### config.mk
export PLATFORM = sky130hd
export DESIGN_NAME = serial_adder_ctrl
export DESIGN_NICKNAME = d
export VERILOG_FILES = /design/src/rtl/serial_adder_ctrl_pkg.sv /design/src/rtl/serial_adder_ctrl_add_bit_cell.sv /design/src/rtl/serial_adder_ctrl.sv
export SDC_FILE = /design/constraint.sdc
export NUM_CORES = 1
export LEC_CHECK = 0
export ABC_AREA = 1
export BUFFER_PORTS_ARGS = -buffer_cell sky130_fd_sc_hd__clkbuf_2
export CAP_MARGIN = 20
export CORE_UTILIZATION = 50
export CTS_CLUSTER_SIZE = 8
export DETAILED_ROUTE_END_ITERATION = 6
export HOLD_SLACK_MARGIN = 0.15
export PLACE_DENSITY_LB_ADDON = 0.08
export REMOVE_ABC_BUFFERS = 1
export SLEW_MARGIN = 25
export SYNTH_ARGS = -nofsm -noshare
export SYNTH_HDL_FRONTEND = slang
export SYNTH_SLANG_ARGS = --single-unit
### constraint.sdc
create_clock -name clk -period 2.6 [get_ports clk]
set_input_delay 0.26 -clock clk [delete_from_list [all_inputs] [get_ports clk]]
set_output_delay 0.26 -clock clk [all_outputs]
set_load 0.005 [all_outputs]
### src/rtl/serial_adder_ctrl_pkg.sv
// Shared types and defaults for the bit-serial adder controller.
package serial_adder_ctrl_pkg;

    localparam int DEFAULT_WIDTH = 4;

    typedef enum logic [1:0] {
        IDLE = 2'd0,
        RUN  = 2'd1,
        DONE = 2'd2
    } state_t;

endpackage

### src/rtl/serial_adder_ctrl_add_bit_cell.sv
// One-bit full adder: the only arithmetic in the serial datapath.
module add_bit_cell (
    input  logic a,
    input  logic b,
    input  logic c_in,
    output logic s,
    output logic c_out
);

    assign s     = a ^ b ^ c_in;
    assign c_out = (a & b) | (c_in & (a ^ b));

endmodule

### src/rtl/serial_adder_ctrl.sv
// Bit-serial adder: captures operands on start, adds LSB first one bit per
// cycle, then presents a registered sum/carry with a one-cycle done pulse.
module serial_adder_ctrl
    import serial_adder_ctrl_pkg::*;
#(
    parameter int WIDTH = DEFAULT_WIDTH
) (
    input  logic             clk,
    input  logic             rst,
    input  logic             start,
    input  logic [WIDTH-1:0] a,
    input  logic [WIDTH-1:0] b,
    input  logic             c_in,
    output logic             busy,
    output logic             done,
    output logic [WIDTH-1:0] sum,
    output logic             c_out
);

    localparam int CNT_W = $clog2(WIDTH + 1);
    localparam logic [CNT_W-1:0] LAST_BIT = CNT_W'(WIDTH - 1);

    state_t           state;
    logic [WIDTH-1:0] a_sr;
    logic [WIDTH-1:0] b_sr;
    logic [WIDTH-1:0] res_sr;
    logic             carry;
    logic [CNT_W-1:0] cnt;

    logic             sum_bit;
    logic             carry_next;
    logic [WIDTH:0]   res_cat;
    logic [WIDTH-1:0] res_next;

    add_bit_cell u_cell (
        .a     (a_sr[0]),
        .b     (b_sr[0]),
        .c_in  (carry),
        .s     (sum_bit),
        .c_out (carry_next)
    );

    // New bit enters at the MSB so the first (LSB) result ends up at bit 0;
    // the concatenation keeps the slice legal when WIDTH is 1.
    assign res_cat  = {sum_bit, res_sr};
    assign res_next = res_cat[WIDTH:1];

    // NOTE: all state below uses non-blocking assignments so every register
    // samples pre-edge values regardless of statement order.
    always_ff @(posedge clk) begin
        if (rst) begin
            state  <= IDLE;
            busy   <= 1'b0;
            done   <= 1'b0;
            sum    <= '0;
            c_out  <= 1'b0;
            carry  <= 1'b0;
            cnt    <= '0;
            a_sr   <= '0;
            b_sr   <= '0;
            res_sr <= '0;
        end else begin
            unique case (state)
                IDLE, DONE: begin
                    done <= 1'b0;
                    if (start) begin
                        a_sr  <= a;
                        b_sr  <= b;
                        carry <= c_in;
                        cnt   <= '0;
                        state <= RUN;
                        busy  <= 1'b1;
                    end else begin
                        state <= IDLE;
                        busy  <= 1'b0;
                    end
                end
                RUN: begin
                    a_sr   <= a_sr >> 1;
                    b_sr   <= b_sr >> 1;
                    res_sr <= res_next;
                    carry  <= carry_next;
                    cnt    <= cnt + CNT_W'(1);
                    if (cnt == LAST_BIT) begin
                        state <= DONE;
                        busy  <= 1'b0;
                        done  <= 1'b1;
                        sum   <= res_next;
                        c_out <= carry_next;
                    end
                end
                default: begin
                    state <= IDLE;
                    busy  <= 1'b0;
                    done  <= 1'b0;
                end
            endcase
        end
    end

endmodule

Word level (Yosys, flattened, before mapping). Index checks and enable logic that the tools add are counted. Widths: inputs -> output; s select.

Bits in registers: 25. Logic and storage cells: 42.

Add/subtract/negate cells: 1. Equal/unequal tests: 5. Multiplexer cells: 14. Bitwise gates (word level): 6. Reduce and logical (&&, ||, !) cells: 6.

Operators by type and width (count): $pmux 4 s2 (2); $mux 4 (2); $pmux 3 s2 (1); $mux 1 (4); $ne 2x2->1 const B (2); $pmux 1 s2 (2); $pmux 2 s2 (1); $reduce_and 2->1 (2); $reduce_or 2->1 (2); $add 3x1->3 const B (1); $eq 3x2->1 const B (1); $mux 3 (1); $and 1x1->1 (2); $eq 2x1->1 const B (1); $eq 2x2->1 const B (1); $logic_not 2->1 (1); $mux 2 (1); $reduce_bool 2->1 (1); $xor 1x1->1 (2); $not 1->1 (1); $or 1x1->1 (1).

Longest topological paths before layout. Gate-level depths: netlist of the first run.

Word-level depth: 4. Gate-level depth with buffers: 7.

Cells and area by module. Synthesis of the first run repeated with hierarchy kept, for this count alone.

Cell total of the unflattened synthesis: 140. Area total of the unflattened synthesis: 1076.0 µm².

By module, submodules not included: serial_adder_ctrl (times used 1, cells each 139, area each 1056.0 µm², seq. area each 460.4 µm²); add_bit_cell (times used 1, cells each 1, area each 20.0 µm², seq. area each 0.0 µm²).

Least setup slack after synthesis of the first run. OpenSTA, ideal clock, no wires.

Path type: flip-flop to flip-flop. Start: reg carry. End: reg carry. Library setup time: 0.118 ns. Arrival time: 0.984 ns. Slack: 1.498 ns. Stages on the path, launching flop included: 8. Period minus slack after synthesis: 1.102 ns. Cell sequence: dfxtp_1 fa_1 inv_1 nand3_1 nand2_1 inv_1 nand2_1 nor2_1.

Cells in the longest elaborated chain, start to end: 3.

Ends and longest elaborated chain: start: declaration (RTL line serial_adder_ctrl.sv:27) `logic carry;`; start signal: assignment (RTL line serial_adder_ctrl.sv:69) `carry <= c_in;`; start signal: assignment (RTL line serial_adder_ctrl.sv:82) `carry <= carry_next;`; $and 1x1->1 (RTL line serial_adder_ctrl_add_bit_cell.sv:11) `assign c_out = (a & b) | (c_in & (a ^ b));`; $or 1x1->1 (RTL line serial_adder_ctrl_add_bit_cell.sv:11); net carry_next (RTL line serial_adder_ctrl.sv:31) `logic carry_next;`; $pmux 1 s2 (RTL line serial_adder_ctrl.sv:63) `unique case (state)`.

The timed path passes the listed nets, and every way through them passes these cells. A chain may end at the register's enable or synchronous reset.

Worst setup path in the final report of the first run.
Start: reg state[0]. End: reg sum[3].

Cells in the longest elaborated chain, start to end: 2.

Ends and longest elaborated chain: start: declaration (RTL line serial_adder_ctrl.sv:23) `state_t state;`; start signal: assignment (RTL line serial_adder_ctrl.sv:52) `state <= IDLE;`; start signal: assignment (RTL line serial_adder_ctrl.sv:71) `state <= RUN;`; start signal: assignment (RTL line serial_adder_ctrl.sv:74) `state <= IDLE;`; $eq 2x1->1 (RTL line serial_adder_ctrl.sv:63); $reduce_and 2->1 (no line); end signal: assignment (RTL line serial_adder_ctrl.sv:88) `sum <= res_next;`; end: declaration (RTL line serial_adder_ctrl.sv:16) `output logic [WIDTH-1:0] sum,`.

No other way between the ends.

==> impl_results.html, run 1 <==
<table>
<tr><th>Metric</th><th>Value</th></tr>
<tr><th colspan="2">Flow run</th></tr>
<tr><td>Count of maximum capacitance violations</td><td>0</td></tr>
<tr><th colspan="2">Yosys</th></tr>
<tr><td>Post-synthesis cell type count</td><td>19</td></tr>
<tr><td>Synthesized area per cell</td><td>7.23 um^2</td></tr>
<tr><td>Post-synthesis sequential element count</td><td>23</td></tr>
<tr><td>Summed instance area of the synthesized netlist</td><td>roughly 1100 um^2</td></tr>
<tr><td>Sequential fraction of the synthesis area</td><td>43.0%</td></tr>
<tr><td>Post-Synthesis Cells</td><td>148</td></tr>
<tr><td>Synthesis warning total</td><td>0</td></tr>
<tr><th colspan="2">Finish</th></tr>
<tr><td>Highest-count cells in the layout ignoring fill and taps</td><td>nand2_1, inv_1, dfxtp_1, clkbuf_2, nor2_1</td></tr>
<tr><td>Post-route core utilization</td><td>about three fifths</td></tr>
<tr><td>Net count of the finished layout</td><td>180</td></tr>
<tr><td>Fin area</td><td>1170 um^2</td></tr>
<tr><td>Layout Area Growth over Synthesis</td><td>9.24%</td></tr>
<tr><td>Antenna cells</td><td>0</td></tr>
<tr><td>Fraction of layout cells with a size suffix above 1</td><td>15.9%</td></tr>
<tr><td>Leading cell type in the layout, fill and taps excluded</td><td>nand2_1</td></tr>
<tr><th colspan="2">Drt</th></tr>
<tr><td>Number of vias in the routed layout</td><td>897</td></tr>
<tr><td>Final WL</td><td>1.84 mm</td></tr>
<tr><td>Per-cell via count in the routed design</td><td>around 4.7</td></tr>
<tr><td>Number of remaining DRC errors</td><td>0</td></tr>
<tr><td>First-pass DRT Iterations</td><td>4</td></tr>
<tr><td>First-iteration detailed-routing DRC count</td><td>10</td></tr>
<tr><td>Number of nets with antenna violations after routing</td><td>0</td></tr>
<tr><td>Wirelength per Cell</td><td>9.62 um</td></tr>
<tr><th colspan="2">Clock tree</th></tr>
<tr><td>Master cell of the clock root buffer</td><td>clkbuf_4</td></tr>
<tr><td>H-tree Lvls</td><td>1</td></tr>
<tr><td>TritonCTS clock tree</td><td>built</td></tr>
<tr><td>Clock latency reported for the late side of the worst-skew pair</td><td>300 ps</td></tr>
<tr><td>Clk buf depth</td><td>2</td></tr>
<tr><td>Number of buffers created by CTS</td><td>3</td></tr>
<tr><td>Count of buffers added by post-CTS timing repair for setup</td><td>0</td></tr>
<tr><td>Sink count of the clock tree</td><td>23</td></tr>
<tr><td>Number of buffers inserted by hold repair at cts</td><td>0</td></tr>
<tr><td>Post-CTS resize count</td><td>0</td></tr>
<tr><td>Clock slew at the register clock pins of the worst setup and hold paths</td><td>120 ps</td></tr>
<tr><th colspan="2">Min path</th></tr>
<tr><td>Hold Path Class</td><td>input port to register</td></tr>
<tr><td>Worst Hold End</td><td>a_sr[1]</td></tr>
<tr><td>Worst hold path cell count</td><td>3</td></tr>
<tr><td>Startpoint of the most critical hold path</td><td>a[1]</td></tr>
<tr><th colspan="2">Critical path</th></tr>
<tr><td>Most repeated library cell on the critical path</td><td>nand2_1</td></tr>
<tr><td>Data arrival time of the critical path</td><td>around 1700 ps</td></tr>
<tr><td>RR Endpoint</td><td>sum[3]</td></tr>
<tr><td>Worst Reg-to-Reg Cells</td><td>4</td></tr>
<tr><td>Maximum fanout along the worst path</td><td>12</td></tr>
<tr><td>Worst reg2reg startpoint</td><td>state[0]</td></tr>
<tr><td>Chain of cells forming the critical path</td><td>nand2_1 -&gt; nor2_1 -&gt; nand2_1 -&gt; o21ai_0</td></tr>
<tr><td>Critical path data required time</td><td>around 2800 ps</td></tr>
<tr><td>CP endpoint kind</td><td>register</td></tr>
<tr><td>Critical path start-end classification</td><td>register to register</td></tr>
<tr><td>Peak per-stage delay on the critical path</td><td>550 ps</td></tr>
<tr><td>Crit start category</td><td>register</td></tr>
<tr><td>Cell with the biggest individual delay on the critical path</td><td>dfxtp_1</td></tr>
<tr><td>Internal reg-to-reg setup slack</td><td>around 1200 ps</td></tr>
<tr><th colspan="2">STA</th></tr>
<tr><td>Max Clock Skew</td><td>approximately 2.6 ps</td></tr>
<tr><td>Worst slew pin tran</td><td>618 ps</td></tr>
<tr><td>Unrepaired setup endpoints after global routing</td><td>no</td></tr>
<tr><td>Highest attainable clock frequency</td><td>0.709 GHz</td></tr>
<tr><td>Portion of the clock cycle consumed by the worst path in the final layout</td><td>54.2%</td></tr>
<tr><td>Final hold violations</td><td>0</td></tr>
<tr><td>Setup total negative slack</td><td>0 ps</td></tr>
<tr><td>Count of final setup violators</td><td>0</td></tr>
<tr><td>Min Tclk post-route</td><td>1410 ps</td></tr>
<tr><td>Final-report max-slew violation count</td><td>0</td></tr>
<tr><td>Post-route worst hold slack</td><td>174 ps</td></tr>
<tr><td>Worst max-slew margin expressed relative to the limit</td><td>around three fifths</td></tr>
<tr><th colspan="2">Power</th></tr>
<tr><td>Leakage Power</td><td>0.000595 uW</td></tr>
<tr><td>Pwr Density</td><td>~590 nW/um^2</td></tr>
<tr><td>Worst voltage drop across the vdd grid</td><td>271 uV</td></tr>
<tr><th colspan="2">Run status</th></tr>
<tr><td>Run status</td><td>finished clean</td></tr>
<tr><th colspan="2">GRT</th></tr>
<tr><td>Congestion Overflow GR</td><td>0</td></tr>
<tr><td>Initial antenna violation count</td><td>0</td></tr>
<tr><td>Maximum number of pins on one net before global-route repair</td><td>25</td></tr>
<tr><td>Via count of the first global-routing pass</td><td>705</td></tr>
<tr><td>Global-route wire length before repair</td><td>2.97 mm</td></tr>
<tr><td>Total global-route track usage</td><td>18.2%</td></tr>
<tr><th colspan="2">Placement</th></tr>
<tr><td>Placed cell area</td><td>roughly 1100 um^2</td></tr>
<tr><td>Port Buffer Count</td><td>18</td></tr>
<tr><td>Last weighted congestion value of the routability-driven placer</td><td>between 0.7 and 0.8</td></tr>
<tr><td>Detailed placement HPWL</td><td>approximately 1.3 mm</td></tr>
<tr><th colspan="2">Floorplanning</th></tr>
<tr><td>Die Span Y</td><td>48.3 um</td></tr>
<tr><td>Core Region</td><td>slightly below 2000 um^2</td></tr>
<tr><td>Horizontal die dimension</td><td>48.3 um</td></tr>
<tr><td>Num ports</td><td>19</td></tr>
<tr><td>Effective utilization at floorplan</td><td>54.0%</td></tr>
<tr><td>Std-Cell Rows</td><td>16</td></tr>
<tr><td>Area enclosed by the die boundary</td><td>approximately 2300 um^2</td></tr>
</table>
[kinds of logic (layout without fill, tap and decap cells)]
kind of cell / Yosys count / count (layout) / share of synthesized area, %
buffers and inverters: 34 / 50 / 14.6
DFF: 23 / 23 / 43.0
adders and majority gates: 3 / 3 / 4.21
and+or+nand+nor: 74 / 74 / 31.2
AOI/OAI and AO/OA: 14 / 14 / 6.90
[routing by layer]
layer	global-route usage (%)	wire, um
met5	0	0
met4	6.67	7
met3	3.33	70
met2	26.1	794
met1	27.0	964
[Yosys cell counts, drive strengths merged]
cell	n	area share, %
nand2	31	12
inv	28	9.8
dfxtp	23	43
nor2	18	7.0
nand3	15	7.0
o21ai	8	3.7
nor3	7	3.3
buf	6	4.8
a21oi	3	1.4
nand3b	3	2.1
o22ai	3	1.8
ha	2	2.3
fa	1	1.9
[registers in the layout, indices dropped and copies added, names as in the netlist]
name	count
carry	1
state	2
b_sr	4
done	1
res_sr	3
a_sr	4
c_out	1
cnt	3
sum	4
[power breakdown]
part | internal [uW] | switching, uW | total [uW]
clock | 59.8 | 104 | 164
sequential | 380 | 17.8 | 398
combinational | 47.7 | 76.7 | 124
total | 488 | 198 | 686
[cell type report]
| type | count | area [um^2] |
|---|---|---|
| Clock buffer | 4 | 26.3 |
| Fill cell | 204 | 813 |
| Inverter | 28 | 105 |
| Multi-Input combinational cell | 91 | 453 |
| Tap cell | 27 | 33.8 |
| Sequential cell | 23 | 460 |
| Timing Repair Buffer | 18 | 90.1 |
[critical path, delay by kind of cell, from the launching register on]
family / cells / cell delay, ps
AND/OR/NAND/NOR: 3 / 650
flip-flops: 1 / 550
AO/OA/AOI/OAI: 1 / 160
[worst max path at each step]
| stage | from | to | slack (ps) | cells after the start |
|---|---|---|---|---|
| global placement | state[0] | sum[3] | 1260 | 5 |
| finish | state[0] | sum[3] | 1190 | 4 |
| detailed placement | state[0] | sum[3] | 1210 | 5 |
| CTS | state[0] | sum[1] | 1180 | 6 |
| global route | state[0] | sum[0] | 1010 | 6 |
| floorplan | state[0] | c_out | 1420 | 5 |
[through the flow]
| step | setup WS (ps) | cells | total power (uW) |
|---|---|---|---|
| 6_report | 1190 | 191 | 686 |
| 2_1_floorplan | 1420 | 142 | 496 |
| 4_1_cts | 1180 | 191 | 695 |
| 3_5_place_dp | 1210 | 187 | 531 |
| 3_3_place_gp | 1260 | 187 | 531 |
| 5_1_grt | 1010 | 191 | 740 |
Note: power is estimated with default switching activity, not from simulation.
==> inputs of run 2 (changes only) <==
CORE_UTILIZATION = 48   (was 50)
clock period = 1.1 ns   (was 2.6 ns; I/O delays follow)
==> run 2 against run 1 <==
The run now ends with setup timing left. Utilization up 12 points. Register-to-register slack worse by 1200 ps. Flip-flop and latch count unchanged. Worst setup slack worse by 1200 ps. Critical endpoint is now carry.
==> impl_results.html, run 2 (same netlist as run 1, synthesis figures left out) <==
<table>
<tr><th>Metric</th><th>Value</th></tr>
<tr><th colspan="2">Placement</th></tr>
<tr><td>Detailed placement HPWL</td><td>1.45 mm (+10%)</td></tr>
<tr><td>Last weighted congestion value of the routability-driven placer</td><td>0.754 (+4.2%)</td></tr>
<tr><td>Placed cell area</td><td>1210 um^2 (+6.4%)</td></tr>
<tr><td>Port Buffer Count</td><td>18 (unchanged)</td></tr>
<tr><td>Cell total after placement</td><td>195 (+4.3%)</td></tr>
<tr><th colspan="2">Power</th></tr>
<tr><td>Worst voltage drop across the vdd grid</td><td>943 uV (+250%)</td></tr>
<tr><td>Pwr Density</td><td>1240 nW/um^2 (+110%)</td></tr>
<tr><td>Leakage Power</td><td>0.000708 uW (+19%)</td></tr>
<tr><td>Power after layout</td><td>1780 uW (+160%)</td></tr>
<tr><th colspan="2">STA</th></tr>
<tr><td>Count of final setup violators</td><td>3 (+3)</td></tr>
<tr><td>Setup total negative slack</td><td>-16.1 ps (-16.1 ps)</td></tr>
<tr><td>Highest attainable clock frequency</td><td>0.904 GHz (+27%)</td></tr>
<tr><td>Worst max-slew margin expressed relative to the limit</td><td>85.1% (+26 points)</td></tr>
<tr><td>Portion of the clock cycle consumed by the worst path in the final layout</td><td>101% (+46 points)</td></tr>
<tr><td>Worst setup margin</td><td>-6.11 ps (-1200 ps)</td></tr>
<tr><td>Max Clock Skew</td><td>15.6 ps (+13.0 ps)</td></tr>
<tr><td>Final hold violations</td><td>0 (unchanged)</td></tr>
<tr><td>Final-report max-slew violation count</td><td>0 (unchanged)</td></tr>
<tr><td>Worst slew pin tran</td><td>222 ps (-396 ps)</td></tr>
<tr><td>Min Tclk post-route</td><td>1110 ps (-304 ps)</td></tr>
<tr><td>Unrepaired setup endpoints after global routing</td><td>yes</td></tr>
<tr><th colspan="2">Floorplanning</th></tr>
<tr><td>Effective utilization at floorplan</td><td>52.9% (-1.1 points)</td></tr>
<tr><td>Std-Cell Rows</td><td>16 (unchanged)</td></tr>
<tr><td>Core Region</td><td>2020 um^2 (+2.0%)</td></tr>
<tr><td>Horizontal die dimension</td><td>49.2 um (+2.0%)</td></tr>
<tr><td>Area enclosed by the die boundary</td><td>2420 um^2 (+4.0%)</td></tr>
<tr><td>Die Span Y</td><td>49.2 um (+2.0%)</td></tr>
<tr><td>Num ports</td><td>19 (unchanged)</td></tr>
<tr><th colspan="2">Critical path</th></tr>
<tr><td>RR Endpoint</td><td>carry</td></tr>
<tr><td>Cell with the biggest individual delay on the critical path</td><td>fa_2</td></tr>
<tr><td>Chain of cells forming the critical path</td><td>fa_2 -&gt; inv_2 -&gt; nand3_2 -&gt; nand2_1 -&gt; inv_1 -&gt; nand2_1 -&gt; nor2_1</td></tr>
<tr><td>Top cell family by delay on the critical path</td><td>adder cells</td></tr>
<tr><td>CP endpoint kind</td><td>register</td></tr>
<tr><td>Worst Reg-to-Reg Cells</td><td>7 (+3)</td></tr>
<tr><td>Internal reg-to-reg setup slack</td><td>-6 ps (-1200 ps)</td></tr>
<tr><td>Most repeated library cell on the critical path</td><td>nand2_1</td></tr>
<tr><td>Worst reg2reg startpoint</td><td>carry</td></tr>
<tr><td>Maximum fanout along the worst path</td><td>2 (-10)</td></tr>
<tr><td>Crit start category</td><td>register</td></tr>
<tr><td>Peak per-stage delay on the critical path</td><td>380 ps (-170 ps)</td></tr>
<tr><td>Critical path start-end classification</td><td>register to register</td></tr>
<tr><td>Number of buffer and inverter stages on the critical path</td><td>2 (+2)</td></tr>
<tr><td>Data arrival time of the critical path</td><td>1320 ps (-330 ps)</td></tr>
<tr><td>Critical path data required time</td><td>1310 ps (-1530 ps)</td></tr>
<tr><th colspan="2">Flow run</th></tr>
<tr><td>Count of maximum capacitance violations</td><td>0 (unchanged)</td></tr>
<tr><th colspan="2">Finish</th></tr>
<tr><td>Antenna cells</td><td>0 (unchanged)</td></tr>
<tr><td>Net count of the finished layout</td><td>200 (+11%)</td></tr>
<tr><td>Number of fillers in the final layout</td><td>184 (-9.8%)</td></tr>
<tr><td>Leading cell type in the layout, fill and taps excluded</td><td>nand2_1</td></tr>
<tr><td>Layout Area Growth over Synthesis</td><td>33.6%</td></tr>
<tr><td>Fin area</td><td>1430 um^2 (+22%)</td></tr>
<tr><td>Highest-count cells in the layout ignoring fill and taps</td><td>nand2_1, inv_1, clkbuf_2, dfxtp_1, nor2_1</td></tr>
<tr><td>Largest registers in the final layout</td><td>a_sr (4), b_sr (4), sum (4)</td></tr>
<tr><td>Fin cells</td><td>211 (+10%)</td></tr>
<tr><td>Fraction of layout cells with a size suffix above 1</td><td>29.9% (+14 points)</td></tr>
<tr><th colspan="2">Drt</th></tr>
<tr><td>Number of vias in the routed layout</td><td>1030 (+15%)</td></tr>
<tr><td>Wirelength per Cell</td><td>10.6 um (+10%)</td></tr>
<tr><td>Number of remaining DRC errors</td><td>0 (unchanged)</td></tr>
<tr><td>Number of nets with antenna violations after routing</td><td>0 (unchanged)</td></tr>
<tr><td>First-iteration detailed-routing DRC count</td><td>10 (unchanged)</td></tr>
<tr><td>First-pass DRT Iterations</td><td>4 (unchanged)</td></tr>
<tr><td>Per-cell via count in the routed design</td><td>4.88 (+3.9%)</td></tr>
<tr><td>Final WL</td><td>2.24 mm (+22%)</td></tr>
<tr><th colspan="2">Run status</th></tr>
<tr><td>Run status</td><td>finished, violations left</td></tr>
<tr><td>Violated checks</td><td>setup timing</td></tr>
<tr><th colspan="2">Clock tree</th></tr>
<tr><td>Master cell of the clock root buffer</td><td>clkbuf_4</td></tr>
<tr><td>Sink count of the clock tree</td><td>23 (unchanged)</td></tr>
<tr><td>Number of buffers created by CTS</td><td>3 (unchanged)</td></tr>
<tr><td>Clk buf depth</td><td>2 (unchanged)</td></tr>
<tr><td>Clock slew at the register clock pins of the worst setup and hold paths</td><td>140 ps (+20 ps)</td></tr>
<tr><td>TritonCTS clock tree</td><td>built</td></tr>
<tr><td>H-tree Lvls</td><td>1 (unchanged)</td></tr>
<tr><td>Clock latency reported for the late side of the worst-skew pair</td><td>320 ps (+20 ps)</td></tr>
<tr><th colspan="2">GRT</th></tr>
<tr><td>Most crowded layer after global routing</td><td>met2</td></tr>
<tr><td>Congestion Overflow GR</td><td>0 (unchanged)</td></tr>
<tr><td>Total global-route track usage</td><td>21.0% (+2.7 points)</td></tr>
<tr><td>Global-route wire length before repair</td><td>3.95 mm (+33%)</td></tr>
<tr><td>Initial antenna violation count</td><td>0 (unchanged)</td></tr>
<tr><td>Fraction of met2 tracks used by global routing</td><td>35.4% (+9.3 points)</td></tr>
<tr><td>Via count of the first global-routing pass</td><td>975 (+38%)</td></tr>
<tr><td>Met3 global-route usage</td><td>3.12% (-0.22 points)</td></tr>
<tr><td>Met1 track demand over resource</td><td>25.3% (-1.6 points)</td></tr>
<tr><td>Maximum number of pins on one net before global-route repair</td><td>25 (unchanged)</td></tr>
<tr><th colspan="2">Min path</th></tr>
<tr><td>Worst hold path cell count</td><td>5 (+2)</td></tr>
<tr><td>Worst Hold End</td><td>sum[1]</td></tr>
<tr><td>Hold Path Class</td><td>input port to register</td></tr>
<tr><td>Startpoint of the most critical hold path</td><td>rst</td></tr>
</table>
run 2: changes by cell type in the layout (fill, tap and decap cells not counted), moves of 2 or more:
cell           previous run  this run
nand2_1                  29        26
dlygate4sd3_1             0        10
inv_2                     2         5
buf_6                     0         2
nand2_2                   1         3
o21ai_0                   8         6
inv_1                    26        23
dfxtp_1                  23        17
ha_4                      0         2
buf_4                     0         7
ha_1                      2         0
dfxtp_2                   0         6
run 2: routing by layer:
layer | wire length, um | part of all wire, %
met2 | 1100 | 49
met3 | 68 | 3.0
met4 | 44 | 2.0
met5 | 0 | 0
met1 | 1030 | 46
run 2: through the flow:
stage | hold WS [ps] | setup slack, ps | utilization (%)
finish | 184 | -6.11 | 70.7
floorplan | 252 | -84.7 | -
global route | 229 | -64.0 | 70.7
detailed placement | 349 | -82.8 | 60.1
global placement | 339 | -31.0 | 60.1
CTS | 183 | -13.1 | 68.4
run 2: what timing repair did:
action | in CTS | in global routing
pin swaps | 5 | 8
gates resized for setup | 16 | 10
endpoints found under the hold margin | 10 | 0
buffers inserted | 1 | 1
endpoints found under the setup margin | 10 | 19
hold buffers | 10 | 0
run 2: how the worst max path moves through the flow:
stage	cells past startpoint	slack, ps	to	from
after floorplan	5	-80	c_out	state[0]
after global routing	3	-60	sum[3]	carry
after CTS	3	-10	res_sr[3]	a_sr[0]
final	7	-6	carry	carry
after global placement	7	-30	carry	carry
after detailed placement	6	-80	c_out	cnt[0]
run 2: power breakdown:
part           switching (uW)  internal, uW  leakage, uW
sequential               38.3           903     0.000191
clock                     266           136    0.0000177
combinational             228           203     0.000500
run 2: final cells by class:
cell class	instances	area (um^2)	area share [%]
multi-input combinational	91	509	35.6
sequential	23	468	32.7
timing repair buffer	38	285	20.0
inverter	28	105	7.36
tap	27	33.8	2.36
clock buffer	3	22.5	1.58
clock inverter	1	5.00	0.350
run 2: worst reg2reg max path, stage by stage (launching register included):
cell and delay, ps:
dfxtp_2 350, fa_2 380, inv_2 70, nand3_2 50
nand2_1 50, inv_1 30, nand2_1 40, nor2_1 30
==> inputs of run 3 (changes only) <==
RECOVER_POWER = 50   (was not set)
SETUP_SLACK_MARGIN = 0.4   (was not set)
==> run 3 against run 2 <==
The run still ends with setup timing left. First-iteration DRC count rose by 50%. Flip-flop and latch count did not move. Clock skew fell by 7.9 ps. Clock-buffer cell count did not move. Critical endpoint unchanged. Largest cell class unchanged. Largest power group unchanged.
==> impl_results.html, run 3 (same netlist as run 1, synthesis figures left out) <==
<table>
<tr><th>Metric</th><th>Value</th></tr>
<tr><th colspan="2">Finish</th></tr>
<tr><td>Fraction of layout cells with a size suffix above 1</td><td>40.7% (+11 points)</td></tr>
<tr><td>Antenna cells</td><td>0 (unchanged)</td></tr>
<tr><td>Layout Area Growth over Synthesis</td><td>38.6%</td></tr>
<tr><td>Leading cell type in the layout, fill and taps excluded</td><td>inv_1</td></tr>
<tr><td>Number of fillers in the final layout</td><td>174 (-5.4%)</td></tr>
<tr><td>Net count of the finished layout</td><td>198 (-1.0%)</td></tr>
<tr><td>Highest-count cells in the layout ignoring fill and taps</td><td>inv_1, nand2_1, clkbuf_2, nor2_1, nand3_1</td></tr>
<tr><td>Post-route core utilization</td><td>73.3% (+2.7 points)</td></tr>
<tr><td>Largest registers in the final layout</td><td>a_sr (4), b_sr (4), sum (4)</td></tr>
<tr><th colspan="2">Clock tree</th></tr>
<tr><td>TritonCTS clock tree</td><td>built</td></tr>
<tr><td>Number of buffers inserted by hold repair at cts</td><td>2 (-8)</td></tr>
<tr><td>Clk buf depth</td><td>2 (unchanged)</td></tr>
<tr><td>Sink count of the clock tree</td><td>23 (unchanged)</td></tr>
<tr><td>Clock slew at the register clock pins of the worst setup and hold paths</td><td>120 ps (-20 ps)</td></tr>
<tr><td>Number of buffers created by CTS</td><td>3 (unchanged)</td></tr>
<tr><td>Clock latency reported for the late side of the worst-skew pair</td><td>320 ps (about the same)</td></tr>
<tr><td>H-tree Lvls</td><td>1 (unchanged)</td></tr>
<tr><td>Master cell of the clock root buffer</td><td>clkbuf_4</td></tr>
<tr><th colspan="2">Min path</th></tr>
<tr><td>Hold Path Class</td><td>input port to register</td></tr>
<tr><th colspan="2">Critical path</th></tr>
<tr><td>Internal reg-to-reg setup slack</td><td>-10 ps (about the same)</td></tr>
<tr><td>Crit start category</td><td>register</td></tr>
<tr><td>Peak per-stage delay on the critical path</td><td>380 ps (about the same)</td></tr>
<tr><td>Critical path data required time</td><td>1320 ps (about the same)</td></tr>
<tr><td>Cell with the biggest individual delay on the critical path</td><td>fa_2</td></tr>
<tr><td>Maximum fanout along the worst path</td><td>2 (unchanged)</td></tr>
<tr><td>Data arrival time of the critical path</td><td>1330 ps (about the same)</td></tr>
<tr><td>Critical path start-end classification</td><td>register to register</td></tr>
<tr><td>Chain of cells forming the critical path</td><td>fa_2 -&gt; inv_2 -&gt; nand3_2 -&gt; nand2_1 -&gt; inv_1 -&gt; nand2_1 -&gt; nor2_1</td></tr>
<tr><td>Top cell family by delay on the critical path</td><td>adder cells</td></tr>
<tr><td>Number of buffer and inverter stages on the critical path</td><td>2 (unchanged)</td></tr>
<tr><td>Most repeated library cell on the critical path</td><td>nand2_1</td></tr>
<tr><td>CP endpoint kind</td><td>register</td></tr>
<tr><th colspan="2">STA</th></tr>
<tr><td>Worst slew pin tran</td><td>251 ps (+28.5 ps)</td></tr>
<tr><td>Final hold violations</td><td>0 (unchanged)</td></tr>
<tr><td>Unrepaired setup endpoints after global routing</td><td>yes</td></tr>
<tr><td>Min Tclk post-route</td><td>1110 ps (+7.05 ps)</td></tr>
<tr><td>Portion of the clock cycle consumed by the worst path in the final layout</td><td>101% (+0.64 points)</td></tr>
<tr><td>Highest attainable clock frequency</td><td>0.898 GHz (-0.63%)</td></tr>
<tr><td>Count of final setup violators</td><td>3 (unchanged)</td></tr>
<tr><td>Worst max-slew margin expressed relative to the limit</td><td>83.2% (-1.9 points)</td></tr>
<tr><td>Final-report max-slew violation count</td><td>0 (unchanged)</td></tr>
<tr><td>Worst setup margin</td><td>-13.2 ps (-7.05 ps)</td></tr>
<tr><td>Max Clock Skew</td><td>7.74 ps (-7.89 ps)</td></tr>
<tr><th colspan="2">Drt</th></tr>
<tr><td>Per-cell via count in the routed design</td><td>5.05 (+3.5%)</td></tr>
<tr><td>Wirelength per Cell</td><td>11.8 um (+11%)</td></tr>
<tr><td>First-iteration detailed-routing DRC count</td><td>15 (+5)</td></tr>
<tr><td>First-pass DRT Iterations</td><td>4 (unchanged)</td></tr>
<tr><td>Number of vias in the routed layout</td><td>1056 (+2.5%)</td></tr>
<tr><td>Final WL</td><td>2.47 mm (+10%)</td></tr>
<tr><td>Number of nets with antenna violations after routing</td><td>0 (unchanged)</td></tr>
<tr><td>Number of remaining DRC errors</td><td>0 (unchanged)</td></tr>
<tr><th colspan="2">Power</th></tr>
<tr><td>Pwr Density</td><td>1250 nW/um^2 (+0.38%)</td></tr>
<tr><td>Leakage Power</td><td>0.000728 uW (+2.8%)</td></tr>
<tr><td>Worst voltage drop across the vdd grid</td><td>920 uV (-2.4%)</td></tr>
<tr><th colspan="2">GRT</th></tr>
<tr><td>Total global-route track usage</td><td>20.9% (-0.066 points)</td></tr>
<tr><td>Global-route wire length before repair</td><td>3.91 mm (-1.0%)</td></tr>
<tr><td>Congestion Overflow GR</td><td>0 (unchanged)</td></tr>
<tr><td>Initial antenna violation count</td><td>0 (unchanged)</td></tr>
<tr><td>Maximum number of pins on one net before global-route repair</td><td>25 (unchanged)</td></tr>
<tr><td>Via count of the first global-routing pass</td><td>930 (-4.6%)</td></tr>
<tr><th colspan="2">Run status</th></tr>
<tr><td>Violated checks</td><td>setup timing</td></tr>
<tr><td>Run status</td><td>finished, violations left</td></tr>
<tr><th colspan="2">Floorplanning</th></tr>
<tr><td>Effective utilization at floorplan</td><td>52.9% (unchanged)</td></tr>
<tr><td>Num ports</td><td>19 (unchanged)</td></tr>
<tr><td>Core Region</td><td>2020 um^2 (unchanged)</td></tr>
<tr><td>Horizontal die dimension</td><td>49.2 um (unchanged)</td></tr>
<tr><td>Die Span Y</td><td>49.2 um (unchanged)</td></tr>
<tr><td>Std-Cell Rows</td><td>16 (unchanged)</td></tr>
<tr><td>Area enclosed by the die boundary</td><td>2420 um^2 (unchanged)</td></tr>
<tr><th colspan="2">Placement</th></tr>
<tr><td>Port Buffer Count</td><td>18 (unchanged)</td></tr>
<tr><td>Last weighted congestion value of the routability-driven placer</td><td>0.754 (unchanged)</td></tr>
<tr><td>Detailed placement HPWL</td><td>1.45 mm (unchanged)</td></tr>
<tr><td>Pre-CTS setup slack</td><td>-82.8 ps (unchanged)</td></tr>
<tr><th colspan="2">Flow run</th></tr>
<tr><td>Count of maximum capacitance violations</td><td>0 (unchanged)</td></tr>
</table>
[run 3: cell count changes in the layout (fill, tap and decap cells not counted), sizes merged]
cell         delta
dlygate4sd3     -8
buf             +6
nand2           +1
clkbuf          -1
[run 3: final cells by class]
type	instances	area [um^2]	area share, %
multi-input combinational	92	567	38.2
sequential	23	475	32.1
timing repair buffer	35	269	18.1
inverter	28	110	7.43
tap	27	33.8	2.28
clock buffer	3	22.5	1.52
clock inverter	1	5.00	0.338
[run 3: path summary, 6_finish.rpt]
path           start  endpoint  depth (start not counted)
max            carry     carry                          7
min             a[2]   a_sr[2]                          3
max reg2reg    carry     carry                          7
min reg2reg  b_sr[3]   b_sr[3]                          2
[run 3: what timing repair did]
action | CTS | global route
cloned | 0 | 1
buffers inserted | 4 | 3
pin swaps | 11 | 5
setup endpoints to repair | 30 | 30
hold endpoints to repair | 9 | 7
resized for setup | 37 | 13
[run 3: power by group]
group | internal, uW | switching [uW]
logic | 233 | 268
clock network | 136 | 267
registers | 903 | 41.6
total | 1270 | 577
[run 3: per-stage QoR]
stage | std cells | area [um^2] | hold slack, ps | power (uW) | setup TNS, ps
after detailed placement | 195 | 1210 | 349 | 1300 | -323
final | 209 | 1480 | 14.6 | 1850 | -36.4
after global placement | 195 | 1210 | 339 | 1290 | -66.9
after CTS | 205 | 1390 | 11.7 | 1790 | -36.4
after global routing | 209 | 1480 | 11.5 | 1950 | -440
after floorplan | 142 | 1020 | 252 | 1170 | -393
[run 3: routing by layer]
layer	vias up	track usage, %	wire (um)
li1	527	-	-
met1	476	25.3	1030
met2	44	34.7	1230
met3	9	3.12	138
met4	0	12.3	72
met5	-	0	0
[run 3: worst min-delay path, stage by stage]
cell and delay, ps:
clkbuf_2 80, nor3_1 40, nor2_1 80
